`src/rtl/booth_seq_ctrl.sv`:
```
// Sequential radix-2 Booth multiplier controller; the add/subtract datapath is external.
// sign_fix carries the true sign of A through the shift so M = -32768 still multiplies exactly.
module booth_seq_ctrl #(
  parameter int WIDTH = 16
) (
  input  logic                   clk,
  input  logic                   rst,
  input  logic                   start,
  input  logic [WIDTH-1:0]       multiplicand,
  input  logic [WIDTH-1:0]       multiplier,
  output logic [WIDTH-1:0]       addsub_in1,
  output logic [WIDTH-1:0]       addsub_in2,
  output logic                   addsub_oper,
  input  logic [WIDTH-1:0]       addsub_out,
  output logic                   busy,
  output logic                   done,
  output logic [2*WIDTH-1:0]     product
);

  localparam logic [1:0] IDLE  = 2'd0;
  localparam logic [1:0] EVAL  = 2'd1;
  localparam logic [1:0] SHIFT = 2'd2;
  localparam logic [1:0] DONE  = 2'd3;

  logic [1:0]         state_reg;
  logic [WIDTH-1:0]   a_reg;
  logic [WIDTH-1:0]   q_reg;
  logic               q1_reg;
  logic [WIDTH-1:0]   m_reg;
  logic [4:0]         count_reg;
  logic               sign_fix_reg;
  logic [2*WIDTH-1:0] product_reg;

  logic do_sub;
  logic do_op;
  logic ovf;

  assign do_sub = q_reg[0] & ~q1_reg;
  assign do_op  = q_reg[0] ^ q1_reg;

  // Signed overflow of the external add/sub, used to recover the true sign bit.
  always_comb begin
    ovf = 1'b0;
    if (do_sub)
      ovf = (a_reg[WIDTH-1] != m_reg[WIDTH-1]) && (addsub_out[WIDTH-1] != a_reg[WIDTH-1]);
    else
      ovf = (a_reg[WIDTH-1] == m_reg[WIDTH-1]) && (addsub_out[WIDTH-1] != a_reg[WIDTH-1]);
  end

  assign addsub_in1  = a_reg;
  assign addsub_in2  = m_reg;
  assign addsub_oper = do_sub;
  assign busy        = (state_reg == EVAL) || (state_reg == SHIFT);
  assign done        = (state_reg == DONE);
  assign product     = product_reg;

  always_ff @(posedge clk or posedge rst) begin
    if (rst) begin
      state_reg    <= IDLE;
      a_reg        <= '0;
      q_reg        <= '0;
      q1_reg       <= 1'b0;
      m_reg        <= '0;
      count_reg    <= '0;
      sign_fix_reg <= 1'b0;
      product_reg  <= '0;
    end else begin
      case (state_reg)
        IDLE: begin
          if (start) begin
            a_reg     <= '0;
            q_reg     <= multiplier;
            q1_reg    <= 1'b0;
            m_reg     <= multiplicand;
            count_reg <= 5'(WIDTH);
            state_reg <= EVAL;
          end
        end
        EVAL: begin
          if (do_op) begin
            a_reg        <= addsub_out;
            sign_fix_reg <= addsub_out[WIDTH-1] ^ ovf;
          end else begin
            sign_fix_reg <= a_reg[WIDTH-1];
          end
          state_reg <= SHIFT;
        end
        SHIFT: begin
          a_reg     <= {sign_fix_reg, a_reg[WIDTH-1:1]};
          q_reg     <= {a_reg[0], q_reg[WIDTH-1:1]};
          q1_reg    <= q_reg[0];
          count_reg <= count_reg - 5'd1;
          // Capture the post-shift value so product is valid while done is high.
          if (count_reg == 5'd1) begin
            product_reg <= {sign_fix_reg, a_reg, q_reg[WIDTH-1:1]};
            state_reg   <= DONE;
          end else begin
            state_reg <= EVAL;
          end
        end
        default: begin
          state_reg <= IDLE;
        end
      endcase
    end
  end

endmodule

```
`config.mk`:
```
export PLATFORM = sky130hd
export DESIGN_NAME = booth_seq_ctrl
export DESIGN_NICKNAME = d
export VERILOG_FILES = /design/src/rtl/booth_seq_ctrl.sv
export SDC_FILE = /design/constraint.sdc
export NUM_CORES = 1
export LEC_CHECK = 0
export CAP_MARGIN = 40
export CORE_MARGIN = 4
export CORE_UTILIZATION = 52
export DETAILED_ROUTE_END_ITERATION = 8
export PLACE_DENSITY = 0.86
export RECOVER_POWER = 100
export REMOVE_ABC_BUFFERS = 1
export SETUP_SLACK_MARGIN = 0.15
export SYNTH_ARGS = -nofsm -noshare
export SYNTH_HDL_FRONTEND = slang
export SYNTH_SLANG_ARGS = --single-unit
```
`constraint.sdc`:
```
create_clock -name clk -period 4.4 [get_ports clk]
set_input_delay 0.88 -clock clk [delete_from_list [all_inputs] [get_ports clk]]
set_output_delay 0.88 -clock clk [all_outputs]
set_load 0.005 [all_outputs]
```
==> run metrics, run 1 <==
top-area cell type share of the netlist area 53.63%; post_cts resized 0; fin area 0.005399 mm²; Max-slew headroom -43.69%; CP arrival about 3.5 ns; remaining global-route overflow 0; ys async rst share 100.0%; Lkg Pwr around 0.0026 µW; via count of the routed design 2,751; failing checks capacitance limit, slew limit; number of synthesized flops with an enable pin 0; global-route usage over all layers 18.79%; nets@finish 475; Layout area overhead 30.01%; XOR/XNOR share of the synthesized area 0.2109%; placed inst area 0.005343 mm²; Final period util 75.69%; Gate Count Post-Synth about 300; startpoint types input pin; final core occ 69.87%; Worst-Skew Late Latency 0.35 ns; Initial DRC Count 84; first-pass GRT wire length about 14 mm; Sink Count 89; Hold Crit Class reg -> reg; die width 97.37 µm; Post-CTS Hold Fix Bufs 0; leading register cell type out of synthesis dfrtp_1; Yosys reg bits 89; Setup crit end kind register; synthesized area per cell ~14 µm²; Synth Area in Compound Gates 6.990%; fillers about 570; HPWL Detailed 6.235 mm; Syn. warnings 0; Final setup viols 0; Critical Path RT 4.53 ns; initial antenna violation count 0; post-synthesis cell area between 0.004 and 0.005 mm²; count leader, synth dfrtp_1; Final Worst Setup Slack ~1.1 ns; Starting Density 53.74%; Clock Tree Buf Depth 2; top post-synthesis cells by count dfrtp_1, mux2_2, mux2_4; Cell variety after synth 38; num rows 32; top post-synthesis cells by area dfrtp_1, mux2_4, mux2_2, mux2i_1, a22oi_1; layout cells sized above 1 14.22%; via-per-instance ratio 5.250; Num CTS Buffers 9; Post-CTS Setup Bufs 0; Worst-Margin Slew around 2.1 ns; Antenna Cells 0; FMAX 300.3 MHz; Die ar. 0.009480 mm²; outcome finished, violations left; Reg clk slew, reported paths about 0.09 ns; PortBufs 117; Routed WL 8.563 mm; Detailed Routing Iterations Pass 1 4; Synth Area in Simple Gates 6.809%; crit-path max FO 35; final slew viol count 36; DRC viols 0; mux contribution to synthesized area about 25%; post-synthesis adder-cell area fraction approximately 2.1%; Placer Congestion roughly 0.73; core footprint a little under 0.008 mm²; PwrDens 624.7 mW/mm²; die height 97.37 µm; Max Cap Violations 1; max reg flops 32; Layout Skew between 0.008 and 0.009 ns; Peak VDD IR 0.0002657 V; routed wire length per instance 16.34 µm; area leader, netlist dfrtp_1; Final Critical Period 3.331 ns; H-tree levels 3; Fin. Hold Viols 0; Fin Hold WS 0.4866 ns; vias in the first global route 2,956; post-synthesis sequential area ratio about 54%; CTS tree built; boundary pin count 118; Setup CP Type in -> reg; dpl ws around 1.8 ns; largest net degree at the start of global routing 39; root buffer cell clkbuf_8; setup TNS 0 ns; antenna viol nets, final 0; setup repair after global routing missed its margin no; largest family of logic cells by synthesized area multiplexers
## cells by family after synthesis
logic type | after synthesis
DFF | 89
muxes | 85
AOI/OAI and AO/OA | 45
buffers and inverters | 25
xor gates and xnor gates | 1
adders and majority gates | 7
and+or+nand+nor | 50
## routing by layer
| metal | vias to the layer above | routed length, µm | GRT usage [%] |
|---|---|---|---|
| met1 | 1371 | 3730 | 24.89 |
| met5 | - | 0 | 0 |
| li1 | 1289 | - | - |
| met3 | 16 | 414 | 3.948 |
| met4 | 0 | 149 | 6.709 |
| met2 | 75 | 4269 | 30.63 |
## layout by cell type, fill, tap and decap left out, types with 3 or more instances in the layout
cell type and n:
ha_1 7, clkbuf_1 3, mux2_1 28, clkbuf_8 12
mux2i_1 20, nand2_1 23, a22oi_1 16, dfrtp_1 89
o21ai_0 19, nor2b_1 17, clkdlybuf4s50_1 48, mux2_2 35
dlygate4sd3_1 69, inv_1 6
## stage by stage
step           power (µW)  instances
5_1_grt              3602        524
3_3_place_gp         2940        506
2_1_floorplan        2259        284
4_1_cts              3613        524
3_5_place_dp         3017        508
6_report             3373        524
## worst max-delay path, cell delays in order
cell           delay [ns]
dlygate4sd3_1        0.62
mux2i_1              1.61
o21ai_0              0.34
## power by group
group          switching [µW]  total, µW  leakage [µW]  internal (µW)
clock                     278        587      0.000105            308
sequential                226       1370       0.00116           1140
combinational             615       1420       0.00131            801
## area by class of cell
| class | instances | area [µm²] | area share (%) |
|---|---|---|---|
| Sequential cell | 89 | 2227 | 41.25 |
| Multi-Input combinational cell | 188 | 1592 | 29.48 |
| Timing Repair Buffer | 122 | 1210 | 22.41 |
| Clock buffer | 12 | 165.2 | 3.059 |
| Tap cell | 102 | 127.6 | 2.364 |
| Clock inverter | 4 | 50.05 | 0.9270 |
| Inverter | 7 | 27.53 | 0.5098 |
## path summary, 6_finish.rpt
| kind | from | end | slack (ns) | cells past startpoint |
|---|---|---|---|---|
| hold reg to reg | product[4]$_DFFE_PP0P_ | product[4]$_DFFE_PP0P_ | 0.49 | 1 |
| max in group asynchronous | rst | addsub_in1[15]$_DFFE_PP0P_ | 1.82 | 3 |
| setup reg to reg | state_reg[0]$_DFFE_PP0P_ | q_reg[10]$_DFFE_PP0P_ | 1.26 | 5 |
| setup / recovery | start | q_reg[10]$_DFFE_PP0P_ | 1.07 | 3 |
| hold / removal | product[4]$_DFFE_PP0P_ | product[4]$_DFFE_PP0P_ | 0.49 | 1 |
| min in group asynchronous | rst | product[14]$_DFFE_PP0P_ | 1.31 | 2 |
No activity file was read; power rests on OpenSTA's default activity.
==> inputs of run 2 (changes only) <==
--- a/config.mk
+++ b/config.mk
@@ -7,9 +7,9 @@
 export LEC_CHECK = 0
 export CAP_MARGIN = 40
 export CORE_MARGIN = 4
-export CORE_UTILIZATION = 52
+export CORE_UTILIZATION = 48
 export DETAILED_ROUTE_END_ITERATION = 8
-export PLACE_DENSITY = 0.86
+export PLACE_DENSITY = 0.8
 export RECOVER_POWER = 100
 export REMOVE_ABC_BUFFERS = 1
 export SETUP_SLACK_MARGIN = 0.15
==> constraint.sdc (replaced) <==
create_clock -name clk -period 3.4 [get_ports clk]
set_input_delay 0.68 -clock clk [delete_from_list [all_inputs] [get_ports clk]]
set_output_delay 0.68 -clock clk [all_outputs]
set_load 0.005 [all_outputs]
==> run 2 against run 1 <==
The flow now finishes without violations. Count of clock-buffer cells in the layout unchanged. Clock skew is 0.0027 ns higher. Sequential share of layout area decreased by 0.24 points. Largest power group unchanged. Power increased by 32%.
==> run metrics, run 2 (synthesized netlist as in run 1, its figures left out) <==
outcome finished clean; slowest CP cell dlygate4sd3_1; nets@finish ~470; H-tree levels 3; Fin. Hold Viols 0; Num CTS Buffers 9; Starting Density between 50% and 60%; die height 101.0 µm; top routing layer used met4; Reg clk slew, reported paths 0.09 ns; final core occ 65.43%; CTS tree built; leading cell type in the layout, fill and taps excluded dfrtp_1; Clock Tree Buf Depth 2; WL met3 555 µm; PwrDens 818.6 mW/mm²; clock power share 18.3%; Post-CTS Hold Fix Bufs 0; Max Cap Violations 0; FF-to-FF setup slack 0.81 ns; Worst-Margin Slew 1.387 ns; most frequent cells in the layout dfrtp_1, dlygate4sd3_1, clkdlybuf4s50_1; Routed met2 length slightly above 4 mm; crit-path max FO 17; Hold Crit Class reg -> reg; R2R depth 6; Worst-Skew Late Latency 0.34 ns; Critical Path, Cell by Cell inv_1 > ha_1 > dlygate4sd3_1; post_cts resized 0; switch share 32.81%; Final setup viols 0; Max-slew headroom 7.026%; final cell count without fillers approximately 530; Crit path largest cell delay 0.65 ns; setup repair after global routing missed its margin no; Placer Congestion 0.7545; root buffer cell clkbuf_8; Detailed Routing Iterations Pass 1 4; Critical Path RT ~2.7 ns; layout cells sized above 1 ~15%; Routed WL 8.516 mm; setup TNS 0 ns; Cell Int Power 2987 µW; max reg flops 32; Final Critical Period approximately 2.7 ns; num rows 33; PortBufs 117; CP arrival 2.05 ns; initial antenna violation count 0; die width between 100 and 150 µm; Cell Count Post-Placement 510; first-pass GRT wire length 14.72 mm; Post-CTS Setup Bufs 0; NetSw 1458 µW; startpoint types register; Layout area overhead 30.76%; power share of the sequential group 39.9%; final slew viol count 0; FMAX 366.5 MHz; Metal-1 WL 3.875 mm; vias in the first global route around 3,000; Top delay family on crit path buffers and inverters; HPWL Detailed between 6 and 7 mm; via-per-instance ratio about 5.1; Comb pwr share 41.8%; DRC viols 0; number of cells on the critical path 3; crit path buf inv count 2; largest net degree at the start of global routing 59; core footprint 0.008299 mm²; Final period util 80.26%; boundary pin count between 100 and 150; via count of the routed design between 2,000 and 3,000; Setup crit end kind primary output; Setup CP Type reg -> out; hold path depth 1; Sink Count 89; global-route usage over all layers 17.99%; Peak VDD IR 0.0003947 V; Lkg Pwr ~0.0026 µW; Die ar. just over 0.01 mm²; Antenna Cells 0; Initial DRC Count 67; Final Power 4445 µW; antenna viol nets, final 0; remaining global-route overflow 0; Layout Skew 0.01135 ns; routed wire length per instance 16.19 µm; Fin Hold WS between 0.4 and 0.5 ns
[run 2: changes by cell type in the layout (fill, tap and decap cells not counted), sizes merged]
cell	change
bufinv	+1
clkinv	-1
clkbuf	+1
buf	-2
[run 2: path summary, 6_finish.rpt]
check,from,endpoint
max,state_reg[0]$_DFFE_PP0P_,busy
min,product[19]$_DFFE_PP0P_,product[19]$_DFFE_PP0P_
max reg2reg,state_reg[0]$_DFFE_PP0P_,count_reg[3]$_DFFE_PP0P_
min reg2reg,product[19]$_DFFE_PP0P_,product[19]$_DFFE_PP0P_
max in group asynchronous,rst,addsub_in1[15]$_DFFE_PP0P_
min in group asynchronous,rst,product[15]$_DFFE_PP0P_
[run 2: area by class of cell]
cell class | count | area [µm²]
Fill cell | 645 | 2869
Inverter | 7 | 27.53
Multi-Input combinational cell | 188 | 1623
Clock buffer | 12 | 155.1
Tap cell | 105 | 131.4
Timing Repair Buffer | 121 | 1191
Sequential cell | 89 | 2227
Clock inverter | 4 | 75.07
[run 2: power by group through the flow]
stage	clock network, µW	registers, µW	logic, µW
finish	812	1770	1860
global route	888	1850	2070
CTS	836	1800	2090
detailed placement	0	1820	2080
global placement	0	1790	2030
floorplan	0	1770	1150
[run 2: per-layer routing]
layer	GRT usage [%]	vias up
met2	27.80	78
li1	-	1288
met1	24.88	1322
met4	4.397	0
met3	5.606	4
met5	0	-
[run 2: per-stage QoR]
step           cell area (µm²)  setup WS (ns)
2_1_floorplan             3976        -0.1364
3_3_place_gp              5326          1.088
3_5_place_dp              5326          1.042
4_1_cts                   5557         0.7058
5_1_grt                   5430         0.4266
6_report                  5430         0.6712
==> inputs of run 3 (changes only) <==
--- a/config.mk
+++ b/config.mk
@@ -7,9 +7,9 @@
 export LEC_CHECK = 0
 export CAP_MARGIN = 40
 export CORE_MARGIN = 4
-export CORE_UTILIZATION = 48
+export CORE_UTILIZATION = 43
 export DETAILED_ROUTE_END_ITERATION = 8
-export PLACE_DENSITY = 0.8
+export PLACE_DENSITY = 0.76
 export RECOVER_POWER = 100
 export REMOVE_ABC_BUFFERS = 1
 export SETUP_SLACK_MARGIN = 0.15
==> constraint.sdc (replaced) <==
create_clock -name clk -period 2.35 [get_ports clk]
set_input_delay 0.47 -clock clk [delete_from_list [all_inputs] [get_ports clk]]
set_output_delay 0.47 -clock clk [all_outputs]
set_load 0.005 [all_outputs]
==> run 3 against run 2 <==
Hold slack worse by 0.0034 ns. Utilization is 6.2 points lower. Combinational power is 47% higher. Global-route usage is 2.3 points lower. Worst setup slack worse by 0.52 ns. Count of clock-buffer cells in the layout is 3 lower. Clock skew is 0.0024 ns lower. First-iteration DRC count is 12% lower. Register-to-register slack worse by 0.49 ns. Critical endpoint is now done. Critical path depth stayed put. Critical path type unchanged.
==> run metrics, run 3 (synthesized netlist as in run 1, its figures left out) <==
outcome finished clean; Final setup viols 0; leading cell type in the layout, fill and taps excluded dfrtp_1; Layout area overhead 33.14%; layout cells sized above 1 16.86%; Worst-Margin Slew 1.278 ns; startpoint types register; initial antenna violation count 0; placed inst area between 0.005 and 0.006 mm²; H-tree levels 3; Peak VDD IR 0.0007684 V; hold path depth 1; num rows 35; Fin. Hold Viols 0; Detailed Routing Iterations Pass 1 4; Max Cap Violations 0; Crit path largest cell delay between 0.5 and 0.6 ns; Post-CTS Hold Fix Bufs 0; boundary pin count 118; Initial DRC Count 59; via-per-instance ratio ~4.9; fillers 807; Num CTS Buffers 9; Reg clk slew, reported paths 0.09 ns; Setup CP Type reg -> out; remaining global-route overflow 0; CTS tree built; Antenna Cells 0; FMAX 454.1 MHz; R2R depth 6; die width 106.3 µm; PortBufs roughly 120; global-route usage over all layers about 16%; FF-to-FF setup slack around 0.32 ns; Post-CTS Setup Bufs 0; setup repair after global routing missed its margin no; Placer Congestion between 0.7 and 0.8; Critical R2R Launch state_reg[0]$_DFFE_PP0P_; Worst-Skew Late Latency 0.34 ns; routed wire length per instance roughly 15 µm; R2R Path End count_reg[3]$_DFFE_PP0P_; Lkg Pwr 0.002626 µW; antenna viol nets, final 0; Critical Path RT about 1.9 ns; end of the worst hold path product[21]$_DFFE_PP0P_; Max-slew headroom 14.31%; min-delay src product[21]$_DFFE_PP0P_; Fin Hold WS 0.4848 ns; final core occ 59.28%; Layout Skew approximately 0.009 ns; Final period util 93.71%; Setup crit end kind primary output; CP arrival 1.73 ns; nets@finish between 400 and 500; Final Critical Period about 2.2 ns; Starting Density 44.52%; largest net degree at the start of global routing 39; slowest CP cell dlygate4sd3_1; Setup crit start state_reg[1]$_DFFE_PP0P_; first-pass GRT wire length 14.32 mm; PwrDens approximately 1200 mW/mm²; fin area 0.005529 mm²; core footprint 0.009328 mm²; final slew viol count 0; Hold Crit Class reg -> reg; die height 106.3 µm; crit path buf inv count 2; DRC viols 0; post_cts resized 0; root buffer cell clkbuf_8; max reg flops 32; Routed WL roughly 8.6 mm; most frequent cells in the layout dfrtp_1, dlygate4sd3_1, clkdlybuf4s50_1; crit-path max FO 4; Top delay family on crit path buffers and inverters; Critical Path, Cell by Cell buf_4 > ha_1 > dlygate4sd3_1; Clock Tree Buf Depth 2; Sink Count 89; Die ar. 0.01129 mm²; via count of the routed design 2,726; HPWL Detailed 6.021 mm; vias in the first global route a little under 3,000
## run 3: power breakdown
part | switching, µW | leakage [µW] | internal, µW
Combinational | 1170 | 0.00134 | 1570
Sequential | 413 | 0.00116 | 2140
Clock | 565 | 0.000126 | 720
## run 3: worst max-delay path by stage
stage                                      to  slack, ns  cells past startpoint
detailed placement   count_reg[3]$_DFFE_PP0P_       0.32                      6
floorplan             product[29]$_DFFE_PP0P_      -1.19                      4
global route                             done       0.09                      3
finish                                   done       0.15                      3
global placement    addsub_in1[0]$_DFFE_PP0P_       0.42                      4
CTS                                      busy       0.17                      3
## run 3: per-layer routing
| layer | global-route usage, % | up-vias | wire length (µm) |
|---|---|---|---|
| met1 | 20.16 | 1339 | 3698 |
| met2 | 25.29 | 76 | 4294 |
| met3 | 5.039 | 5 | 528 |
| met5 | 0 | - | 0 |
| met4 | 4.440 | 0 | 66 |
| li1 | - | 1306 | - |
## run 3: per-stage QoR
step / std cells / TNS (ns) / worst slack, ns / power [µW]
2_1_floorplan: 284 / -74.99 / -1.186 / 4229
3_3_place_gp: 538 / 0 / 0.4162 / 5582
3_5_place_dp: 538 / 0 / 0.3201 / 5670
4_1_cts: 554 / 0 / 0.1737 / 6990
5_1_grt: 556 / 0 / 0.09256 / 7059
6_report: 556 / 0 / 0.1478 / 6581
## run 3: cell type report
| class | count | area, µm² | area share (%) |
|---|---|---|---|
| sequential | 89 | 2227 | 40.28 |
| clock inverter | 7 | 123.9 | 2.240 |
| tap | 129 | 161.4 | 2.919 |
| clock buffer | 9 | 123.9 | 2.240 |
| multi-input combinational | 188 | 1612 | 29.15 |
| inverter | 7 | 27.53 | 0.4979 |
| timing repair buffer | 127 | 1254 | 22.67 |
